File: config.mk
export PLATFORM = sky130hd
export DESIGN_NAME = axis_word_packer_flat
export DESIGN_NICKNAME = d
export VERILOG_FILES = /design/src/rtl/axis_word_packer_pkg.sv /design/src/rtl/axis_word_packer_if.sv /design/src/rtl/axis_word_packer_out_reg.sv /design/src/rtl/axis_word_packer.sv /design/src/flat_wrapper.sv
export SDC_FILE = /design/constraint.sdc
export NUM_CORES = 1
export LEC_CHECK = 0
export BUFFER_PORTS_ARGS = -buffer_cell sky130_fd_sc_hd__buf_2
export CORE_MARGIN = 1.5
export CORE_UTILIZATION = 46
export CTS_BUF_LIST = sky130_fd_sc_hd__clkbuf_4
export DETAILED_ROUTE_END_ITERATION = 12
export PLACE_DENSITY = 0.65
export SLEW_MARGIN = 20
export SYNTH_ARGS = -nofsm -noshare
export SYNTH_HDL_FRONTEND = slang
export SYNTH_HIERARCHICAL = 1
export SYNTH_SLANG_ARGS = --single-unit
File: constraint.sdc
create_clock -name aclk -period 5.2 [get_ports aclk]
set_input_delay 0.78 -clock aclk [delete_from_list [all_inputs] [get_ports aclk]]
set_output_delay 0.78 -clock aclk [all_outputs]
set_load 0.02 [all_outputs]
File: src/rtl/axis_word_packer_pkg.sv
// -----------------------------------------------------------------------------
// axis_pack_pkg
// Shared configuration and types for the AXI-Stream word packer.
//   WORD_W          : width of one input word.
//   WORDS_PER_BEAT  : words packed into one output beat (power of two, >= 2).
//   BEATS_PER_FRAME : beats per tlast-delimited frame (power of two, >= 1).
//   CNT_W           : width of the completed-frame counter.
//   beat_t          : one output beat {data, keep, last}.
// -----------------------------------------------------------------------------
package axis_pack_pkg;

  localparam int WORD_W          = 16;
  localparam int WORDS_PER_BEAT  = 4;
  localparam int BEATS_PER_FRAME = 8;
  localparam int CNT_W           = 32;

  localparam int BEAT_W     = WORD_W * WORDS_PER_BEAT;
  localparam int LANE_IDX_W = $clog2(WORDS_PER_BEAT);
  // A one-beat frame still needs a 1-bit index so the counter logic stays uniform.
  localparam int BEAT_IDX_W = (BEATS_PER_FRAME > 1) ? $clog2(BEATS_PER_FRAME) : 1;

  typedef struct packed {
    logic [BEAT_W-1:0]         data;
    logic [WORDS_PER_BEAT-1:0] keep;
    logic                      last;
  } beat_t;

endpackage

File: src/rtl/axis_word_packer_if.sv
// -----------------------------------------------------------------------------
// axis_word_packer_if
// Bundles the scalar word input stream and the packed AXI-Stream output.
//   s_valid/s_ready/s_data/s_last : word stream into the packer.
//   m_valid/m_ready/m_data/m_keep/m_last : packed beats out of the packer.
// Modports:
//   slave  : the packer's view (consumes words, produces beats).
//   master : the environment's view (produces words, consumes beats).
// -----------------------------------------------------------------------------
interface axis_word_packer_if;
  import axis_pack_pkg::*;

  logic                      s_valid;
  logic                      s_ready;
  logic [WORD_W-1:0]         s_data;
  logic                      s_last;

  logic                      m_valid;
  logic                      m_ready;
  logic [BEAT_W-1:0]         m_data;
  logic [WORDS_PER_BEAT-1:0] m_keep;
  logic                      m_last;

  modport slave (
    input  s_valid, s_data, s_last, m_ready,
    output s_ready, m_valid, m_data, m_keep, m_last
  );

  modport master (
    output s_valid, s_data, s_last, m_ready,
    input  s_ready, m_valid, m_data, m_keep, m_last
  );

endinterface

File: src/rtl/axis_word_packer_out_reg.sv
// -----------------------------------------------------------------------------
// axis_out_reg
// Single-entry pipeline register for one packed beat.
//   aclk, areset      : clock, asynchronous active-high reset.
//   load_valid_i      : a new beat is offered this cycle.
//   load_beat_i       : the beat to store.
//   out_ready_i       : downstream accepts the held beat.
//   valid_o, beat_o   : held beat and its valid flag.
//   ready_o           : register can take a new beat (empty or draining).
// -----------------------------------------------------------------------------
module axis_out_reg
  import axis_pack_pkg::*;
(
  input  logic  aclk,
  input  logic  areset,
  input  logic  load_valid_i,
  input  beat_t load_beat_i,
  input  logic  out_ready_i,
  output logic  valid_o,
  output beat_t beat_o,
  output logic  ready_o
);

  logic  valid_q, valid_d;
  beat_t beat_q, beat_d;

  // Empty or draining this cycle: a new beat may replace the current one.
  assign ready_o = !valid_q || out_ready_i;

  always_comb begin
    valid_d = valid_q;
    beat_d  = beat_q;
    if (ready_o) begin
      valid_d = load_valid_i;
      // Data is left untouched when nothing loads, so it only changes on a load.
      if (load_valid_i) begin
        beat_d = load_beat_i;
      end
    end
  end

  always_ff @(posedge aclk or posedge areset) begin
    if (areset) begin
      valid_q <= 1'b0;
      beat_q  <= '0;
    end else begin
      valid_q <= valid_d;
      beat_q  <= beat_d;
    end
  end

  assign valid_o = valid_q;
  assign beat_o  = beat_q;

endmodule

File: src/rtl/axis_word_packer.sv
// -----------------------------------------------------------------------------
// axis_word_packer
// Packs WORDS_PER_BEAT scalar words into each AXI-Stream beat and frames the
// beats with tlast every BEATS_PER_FRAME beats, or early on s_last (which
// flushes a partial beat with a low-order contiguous keep mask).
//   aclk, areset : clock, asynchronous active-high reset.
//   bus          : word input stream and packed beat output (slave modport).
//   frame_count  : frames fully transferred (tlast beat accepted), wraps.
// -----------------------------------------------------------------------------
module axis_word_packer
  import axis_pack_pkg::*;
(
  input  logic                 aclk,
  input  logic                 areset,
  axis_word_packer_if.slave    bus,
  output logic [CNT_W-1:0]     frame_count
);

  localparam logic [LANE_IDX_W-1:0] LAST_LANE = LANE_IDX_W'(WORDS_PER_BEAT - 1);
  localparam logic [BEAT_IDX_W-1:0] LAST_BEAT = BEAT_IDX_W'(BEATS_PER_FRAME - 1);

  logic [LANE_IDX_W-1:0]     widx_q, widx_d;
  logic [BEAT_IDX_W-1:0]     bidx_q, bidx_d;
  logic [BEAT_W-1:0]         acc_data_q, acc_data_d;
  logic [WORDS_PER_BEAT-1:0] acc_keep_q, acc_keep_d;
  logic [CNT_W-1:0]          frame_count_q, frame_count_d;

  logic                      out_ready;
  logic                      out_valid;
  beat_t                     out_beat;
  beat_t                     load_beat;
  logic                      accept;
  logic                      complete;
  logic                      beat_last;
  logic [WORDS_PER_BEAT-1:0] lane_sel;
  logic [BEAT_W-1:0]         merged_data;
  logic [WORDS_PER_BEAT-1:0] merged_keep;

  assign bus.s_ready = out_ready;
  assign accept      = bus.s_valid && out_ready;
  assign complete    = accept && ((widx_q == LAST_LANE) || bus.s_last);
  assign beat_last   = (bidx_q == LAST_BEAT) || bus.s_last;

  // Accumulator with the incoming word dropped into lane widx; this is both
  // the next accumulator value and, on completion, the beat to emit.
  for (genvar gi = 0; gi < WORDS_PER_BEAT; gi++) begin : g_lane
    assign lane_sel[gi] = (widx_q == LANE_IDX_W'(gi));
    assign merged_data[gi*WORD_W +: WORD_W] =
      lane_sel[gi] ? bus.s_data : acc_data_q[gi*WORD_W +: WORD_W];
  end
  assign merged_keep = acc_keep_q | lane_sel;

  always_comb begin
    load_beat      = '0;
    load_beat.data = merged_data;
    load_beat.keep = merged_keep;
    load_beat.last = beat_last;
  end

  always_comb begin
    widx_d        = widx_q;
    bidx_d        = bidx_q;
    acc_data_d    = acc_data_q;
    acc_keep_d    = acc_keep_q;
    frame_count_d = frame_count_q;

    if (accept) begin
      if (complete) begin
        acc_data_d = '0;
        acc_keep_d = '0;
        widx_d     = '0;
        bidx_d     = beat_last ? '0 : bidx_q + BEAT_IDX_W'(1);
      end else begin
        acc_data_d = merged_data;
        acc_keep_d = merged_keep;
        widx_d     = widx_q + LANE_IDX_W'(1);
      end
    end

    if (out_valid && bus.m_ready && out_beat.last) begin
      frame_count_d = frame_count_q + CNT_W'(1);
    end
  end

  always_ff @(posedge aclk or posedge areset) begin
    if (areset) begin
      widx_q        <= '0;
      bidx_q        <= '0;
      acc_data_q    <= '0;
      acc_keep_q    <= '0;
      frame_count_q <= '0;
    end else begin
      widx_q        <= widx_d;
      bidx_q        <= bidx_d;
      acc_data_q    <= acc_data_d;
      acc_keep_q    <= acc_keep_d;
      frame_count_q <= frame_count_d;
    end
  end

  axis_out_reg u_out_reg (
    .aclk         (aclk),
    .areset       (areset),
    .load_valid_i (complete),
    .load_beat_i  (load_beat),
    .out_ready_i  (bus.m_ready),
    .valid_o      (out_valid),
    .beat_o       (out_beat),
    .ready_o      (out_ready)
  );

  assign bus.m_valid = out_valid;
  assign bus.m_data  = out_beat.data;
  assign bus.m_keep  = out_beat.keep;
  assign bus.m_last  = out_beat.last;
  assign frame_count = frame_count_q;

endmodule
File: src/flat_wrapper.sv
// flat-port wrapper written by rule: the top's interface ports become plain ports
module axis_word_packer_flat import axis_pack_pkg::*;
  (aclk, areset, frame_count, bus_s_valid, bus_s_data, bus_s_last, bus_m_ready, bus_s_ready, bus_m_valid, bus_m_data, bus_m_keep, bus_m_last);
  axis_word_packer_if bus_i ();
  input  logic aclk;
  input  logic areset;
  output logic [CNT_W-1:0] frame_count;
  input wire logic [$bits(bus_i.s_valid)-1:0] bus_s_valid;
  input wire logic [$bits(bus_i.s_data)-1:0] bus_s_data;
  input wire logic [$bits(bus_i.s_last)-1:0] bus_s_last;
  input wire logic [$bits(bus_i.m_ready)-1:0] bus_m_ready;
  output wire logic [$bits(bus_i.s_ready)-1:0] bus_s_ready;
  output wire logic [$bits(bus_i.m_valid)-1:0] bus_m_valid;
  output wire logic [$bits(bus_i.m_data)-1:0] bus_m_data;
  output wire logic [$bits(bus_i.m_keep)-1:0] bus_m_keep;
  output wire logic [$bits(bus_i.m_last)-1:0] bus_m_last;
  assign bus_i.s_valid = bus_s_valid;
  assign bus_i.s_data = bus_s_data;
  assign bus_i.s_last = bus_s_last;
  assign bus_i.m_ready = bus_m_ready;
  assign bus_s_ready = bus_i.s_ready;
  assign bus_m_valid = bus_i.m_valid;
  assign bus_m_data = bus_i.m_data;
  assign bus_m_keep = bus_i.m_keep;
  assign bus_m_last = bus_i.m_last;
  axis_word_packer u_core (.aclk(aclk), .areset(areset), .bus(bus_i), .frame_count(frame_count));
endmodule
**After elaboration in Yosys (flattened, before gate mapping)**

Cells that the tools add are included.
W data, S select, Z words.

- Register bits after elaboration: 175
- Input bits: 21
- Output and inout bits: 103

- Add/subtract/negate cells: 3
- Equality and inequality tests: 4
- Muxes and demuxes: 8
- Bitwise operators: 1
- Reductions and logical operators: 11

Operators with widths:

| cell | count |
|---|---|
| $mux W16 | 4 |
| $mux W64 | 1 |
| $add A32 B1 Y32 const B | 1 |
| $eq A2 B2 Y1 const B | 2 |
| $logic_and A1 B1 Y1 | 4 |
| $mux W4 | 1 |
| $or A4 B4 Y4 | 1 |
| $reduce_and A2 Y1 | 2 |
| $add A3 B1 Y3 const B | 1 |
| $eq A3 B3 Y1 const B | 1 |
| $logic_or A1 B1 Y1 | 3 |
| $mux W3 | 1 |
| $add A2 B1 Y2 const B | 1 |
| $eq A2 B1 Y1 const B | 1 |
| $logic_not A2 Y1 | 1 |
| $mux W2 | 1 |
| $logic_not A1 Y1 | 1 |

**Longest topological paths before layout**

- Word-level depth: 5
- Mapped depth: 8
- Mapped depth without buffers: 6

**By module**

Netlist, hierarchy kept.

By module, submodules not included:

| module | times used | cells an instance | area each (um2) | seq. area each (um2) |
|---|---|---|---|---|
| axis_word_packer | 1 | 389 | 4901.0 | 2627.5 |
| axis_out_reg | 1 | 150 | 2648.8 | 1751.7 |

**Worst setup path after synthesis**

Ideal clock, no wire load.

- Path kind: input port to flip-flop
- From: input bus_m_ready
- To: register u_core.u_out_reg.beat_q (netlist bit u_core/u_out_reg/beat_o[29])
- Setup time: 0.125 ns
- Data arrival time: 2.169 ns
- Setup slack: 2.906 ns
- Cell stages on the path: 8
- Buffers on the path: 2
- Path through: nand2b_4 > and2_1 > o21ai_0 > inv_1 > nand2_4 > buf_6 > buf_6 > mux2_4

- Cells in the longest elaborated chain, start to end: 4

Ends and longest elaborated chain:

| item | RTL line | text |
|---|---|---|
| start: declaration | flat_wrapper.sv:11 | `input wire logic [$bits(bus_i.m_ready)-1:0] bus_m_ready;` |
| $logic_or A1 B1 Y1 | axis_word_packer_out_reg.sv:28 | `assign ready_o = !valid_q \|\| out_ready_i;` |
| $logic_and A1 B1 Y1 | axis_word_packer.sv:40 | `assign accept = bus.s_valid && out_ready;` |
| $logic_and A1 B1 Y1 | axis_word_packer.sv:41 | `assign complete = accept && ((widx_q == LAST_LANE) \|\| bus.s_last);` |
| named net u_core.complete | axis_word_packer.sv:33 | `logic complete;` |
| $reduce_and A2 Y1 (no source line) | -- |  |
| end signal: assignment | axis_word_packer_out_reg.sv:48 | `beat_q <= beat_d;` |
| end: declaration | axis_word_packer_out_reg.sv:25 | `beat_t beat_q, beat_d;` |

The timed path passes the listed nets, and every way through them passes these cells.
A chain may end at the register's enable or synchronous reset.

**Worst setup path in the final report**

- From: register u_core.widx_q[0]
- To: register u_core.u_out_reg.beat_q (netlist bit u_core/u_out_reg/beat_o[39])

- Cells in the longest elaborated chain, start to end: 4
- Elaborated cells on any way between the ends: 6
- Classes of those cells: 2 x eq/ne; 1 x mux; 3 x reduce/logical

Ends and longest elaborated chain:

| item | RTL line | text |
|---|---|---|
| start: declaration | axis_word_packer.sv:22 | `logic [LANE_IDX_W-1:0] widx_q, widx_d;` |
| start signal: assignment | axis_word_packer.sv:93 | `widx_q <= widx_d;` |
| $eq A2 B2 Y1 | axis_word_packer.sv:41 |  |
| $logic_or A1 B1 Y1 | axis_word_packer.sv:41 |  |
| $logic_and A1 B1 Y1 | axis_word_packer.sv:41 |  |
| named net u_core.complete | axis_word_packer.sv:33 |  |
| $reduce_and A2 Y1 (no source line) | -- |  |

The timed path passes the listed nets, and every way through them passes these cells.

==> flow_summary.json <==
{
  "cp_max_fo": 69,
  "end_kind": "flip-flop",
  "die_h_um": 131,
  "crit_type": "flip-flop to flip-flop",
  "drtIter0Drc": 250,
  "grt_pass1_wl_mm": 26.7,
  "drc": 0,
  "seqCellArea_um2": 4380,
  "synth_top_family_by_area": "multiplexers",
  "final_util_pct": 53.9,
  "multi_input_comb_area_um2": 2980,
  "powerDensity_nw_per_um2": 415,
  "numPortBuffers": 123,
  "syn_area_um2": 7550,
  "numCtsBuffers": 17,
  "pre_cts_slack_ns": 2.28,
  "rsz0062_at_grt": "false",
  "busiest_layer": "met2",
  "final_cell_count_no_fill": 884,
  "finalPower_mw": 3.56,
  "setup_viol": 0,
  "relSlewSlack_pct": 31.4,
  "nNetsFinal": 682,
  "finalCritPeriodShare_pct": 55.7,
  "netlist_instances": 539,
  "grt_max_degree": 71,
  "grt.met2_usage_pct": 31.3,
  "place.gp.congestion": 0.796,
  "antenna_found_initial": 1,
  "coreArea_um2": 15900,
  "postRouteAntennaNets": 0,
  "fin_setup_tns_ns": 0,
  "num_io_pins": 124,
  "hold_slack_ns": 0.377,
  "ir_drop_v": 0.000230,
  "syn_nets": 567,
  "worst_setup_path_start_kind": "flip-flop",
  "fin_ws_ns": 2.30,
  "r2r_slack_ns": 2.30,
  "grt_pass1_vias": 5004,
  "fmax_mhz": 345,
  "synth_adder_area_share_pct": 1.16,
  "cp.arrival_ns": 3.35,
  "track_usage_pct": 19.7,
  "first_pass_iters": 4,
  "hold_violations": 0,
  "timing.rr.start": "u_core/widx_q[0]",
  "synth_warnings": 6,
  "ctsHoldBuffers": 0,
  "avgSynthCellArea_um2": 14.0,
  "die_w_um": 131,
  "slew_violations": 0,
  "synth_seq_area_share_pct": 58.0,
  "path_cells": "ha_1 > o21ai_1 > inv_1 > nand2_4 > mux2_2",
  "cts_resized": 0,
  "synth-seq-cells": 175,
  "skew_ns": 0.0176,
  "clock_path_buffers": 2,
  "grt_use_met3_pct": 4.71,
  "h-tree-depth": 4,
  "wire_per_inst_um": 17.9,
  "crit_slowest_cell": "ha_1",
  "rows": 46,
  "placedInstanceArea_um2": 8310,
  "synthSimpleGateAreaFrac_pct": 7.95,
  "r2r_cells": 5,
  "wirelength_mm": 15.9,
  "clock-sinks": 175,
  "min-delay-path-class": "input port to async pin",
  "vias": 4656,
  "vias_per_cell": 5.27,
  "synth_compound_area_share_pct": 6.10,
  "required_ns": 5.65,
  "post-cts-setup-buffers": 0,
  "timing.rr.end": "u_core/u_out_reg/beat_o[39]",
  "outcome": "finished, final reports clean",
  "tightest_slew_ns": 1.03,
  "design_area_um2": 8590,
  "synth_xor_area_share_pct": 3.60,
  "critical-path-max-stage-delay_ns": 0.84,
  "die_area_um2": 17200,
  "hpwl_mm": 10.1,
  "fin_crit_ns": 2.90,
  "use_met1_pct": 26.6,
  "gr-total-overflow": 0,
  "synth.mux.area_fraction_pct": 20.5,
  "clk_latency_ns": 0.57,
  "cts_tree": "yes",
  "cts-root-buf": "clkbuf_4",
  "synth.distinct_cells": 30,
  "area.growth.synth_to_final_pct": 13.8,
  "clkSlewWorstSetupHoldPaths_ns": 0.16,
  "dpl.cell_count": 851,
  "max_cap_viol_count": 0,
  "fill_cells": 1376,
  "start_util_pct": 47.4,
  "drive_gt1_share_pct": 46.3,
  "p_leak_nw": 4.47
}
[flip-flops by register name, summed over array words and instances (netlist names)]
signal	count
u_core/u_out_reg/beat_o	69
u_core/acc_keep_q	4
u_core/widx_q	2
u_core/acc_data_q	64
u_core/bidx_q	3
u_core/frame_count	32
u_core/u_out_reg/valid_o	1
[Yosys cell counts (all sizes together)]
cell,count,area share [%]
and3,5,0.41
a22o,48,5.6
and4,1,0.12
o21ai,3,0.20
a21oi,2,0.13
buf,21,1.8
or2,5,0.41
a21boi,1,0.099
clkbuf,10,0.50
inv,9,0.45
mux2,134,20
nor2,10,0.50
nand2b,2,0.27
nor3,3,0.20
nand2,21,1.1
nor4,3,0.85
xnor2,27,3.1
dfrtp,175,58
nand4,15,1.6
ha,7,1.2
xor2,4,0.46
and2,18,1.5
a21o,1,0.099
nand3,14,0.93
[logic make-up after synthesis]
group,count (synthesis)
buffers and inverters,40
flip-flops,175
AND/OR/NAND/NOR,97
multiplexers,134
AO/OA/AOI/OAI,55
XOR/XNOR,31
adder cells (fa/ha/maj),7
[power by group]
part	internal, mW	switching [mW]	total (mW)	leakage, nW
clock	0.218	0.528	0.746	0.149
combinational	0.469	0.584	1.05	1.97
sequential	1.61	0.154	1.76	2.36
total	2.30	1.27	3.56	4.47
[per-layer routing]
layer	vias up	routed length [um]	part of all wire, %
met5	-	0	0
met4	0	233	1.5
met3	18	579	3.7
met2	113	7540	48
met1	2374	7510	47
li1	2151	-	-
[worst max-delay path: cells and delay by family, from the launching register on]
| family | cells | cell delay, ns |
|---|---|---|
| adders and majority gates | 1 | 0.84 |
| muxes | 1 | 0.51 |
| DFF | 1 | 0.45 |
| and+or+nand+nor | 1 | 0.59 |
| buffers and inverters | 1 | 0.23 |
| AOI/OAI and AO/OA | 1 | 0.15 |
[cell type report]
cell class | count | share of cell area [%]
Sequential cell | 175 | 51.0
Inverter | 9 | 0.422
Clock buffer | 17 | 1.49
Timing Repair Buffer | 127 | 7.52
Tap cell | 216 | 3.15
Antenna cell | 1 | 0.0291
Clock inverter | 15 | 1.72
Multi-Input combinational cell | 324 | 34.7
[worst max-delay path by stage]
stage | start | end | slack (ns) | cells past startpoint
floorplan | areset | u_core/acc_data_q[0] | 1.66 | 1
global placement | bus_m_ready | u_core/u_out_reg/beat_o[51] | 2.35 | 7
detailed placement | bus_m_ready | u_core/u_out_reg/beat_o[21] | 2.28 | 7
CTS | u_core/widx_q[0] | u_core/u_out_reg/beat_o[39] | 2.29 | 5
global route | u_core/widx_q[0] | u_core/u_out_reg/beat_o[43] | 2.05 | 5
finish | u_core/widx_q[0] | u_core/u_out_reg/beat_o[39] | 2.30 | 5
[cells in the final DEF (no fill, tap or decap), types with 5 or more instances in the layout]
cell,n
nor2_1,10
nand3_1,14
and2_1,18
ha_1,7
xnor2_1,27
or2_2,5
dfrtp_1,175
a22o_1,48
inv_6,6
nand4_1,13
mux2_2,124
and3_1,5
clkbuf_4,17
nand2_1,19
buf_2,123
mux2_4,10
inv_1,7
Note: power is estimated with default switching activity, not from simulation.
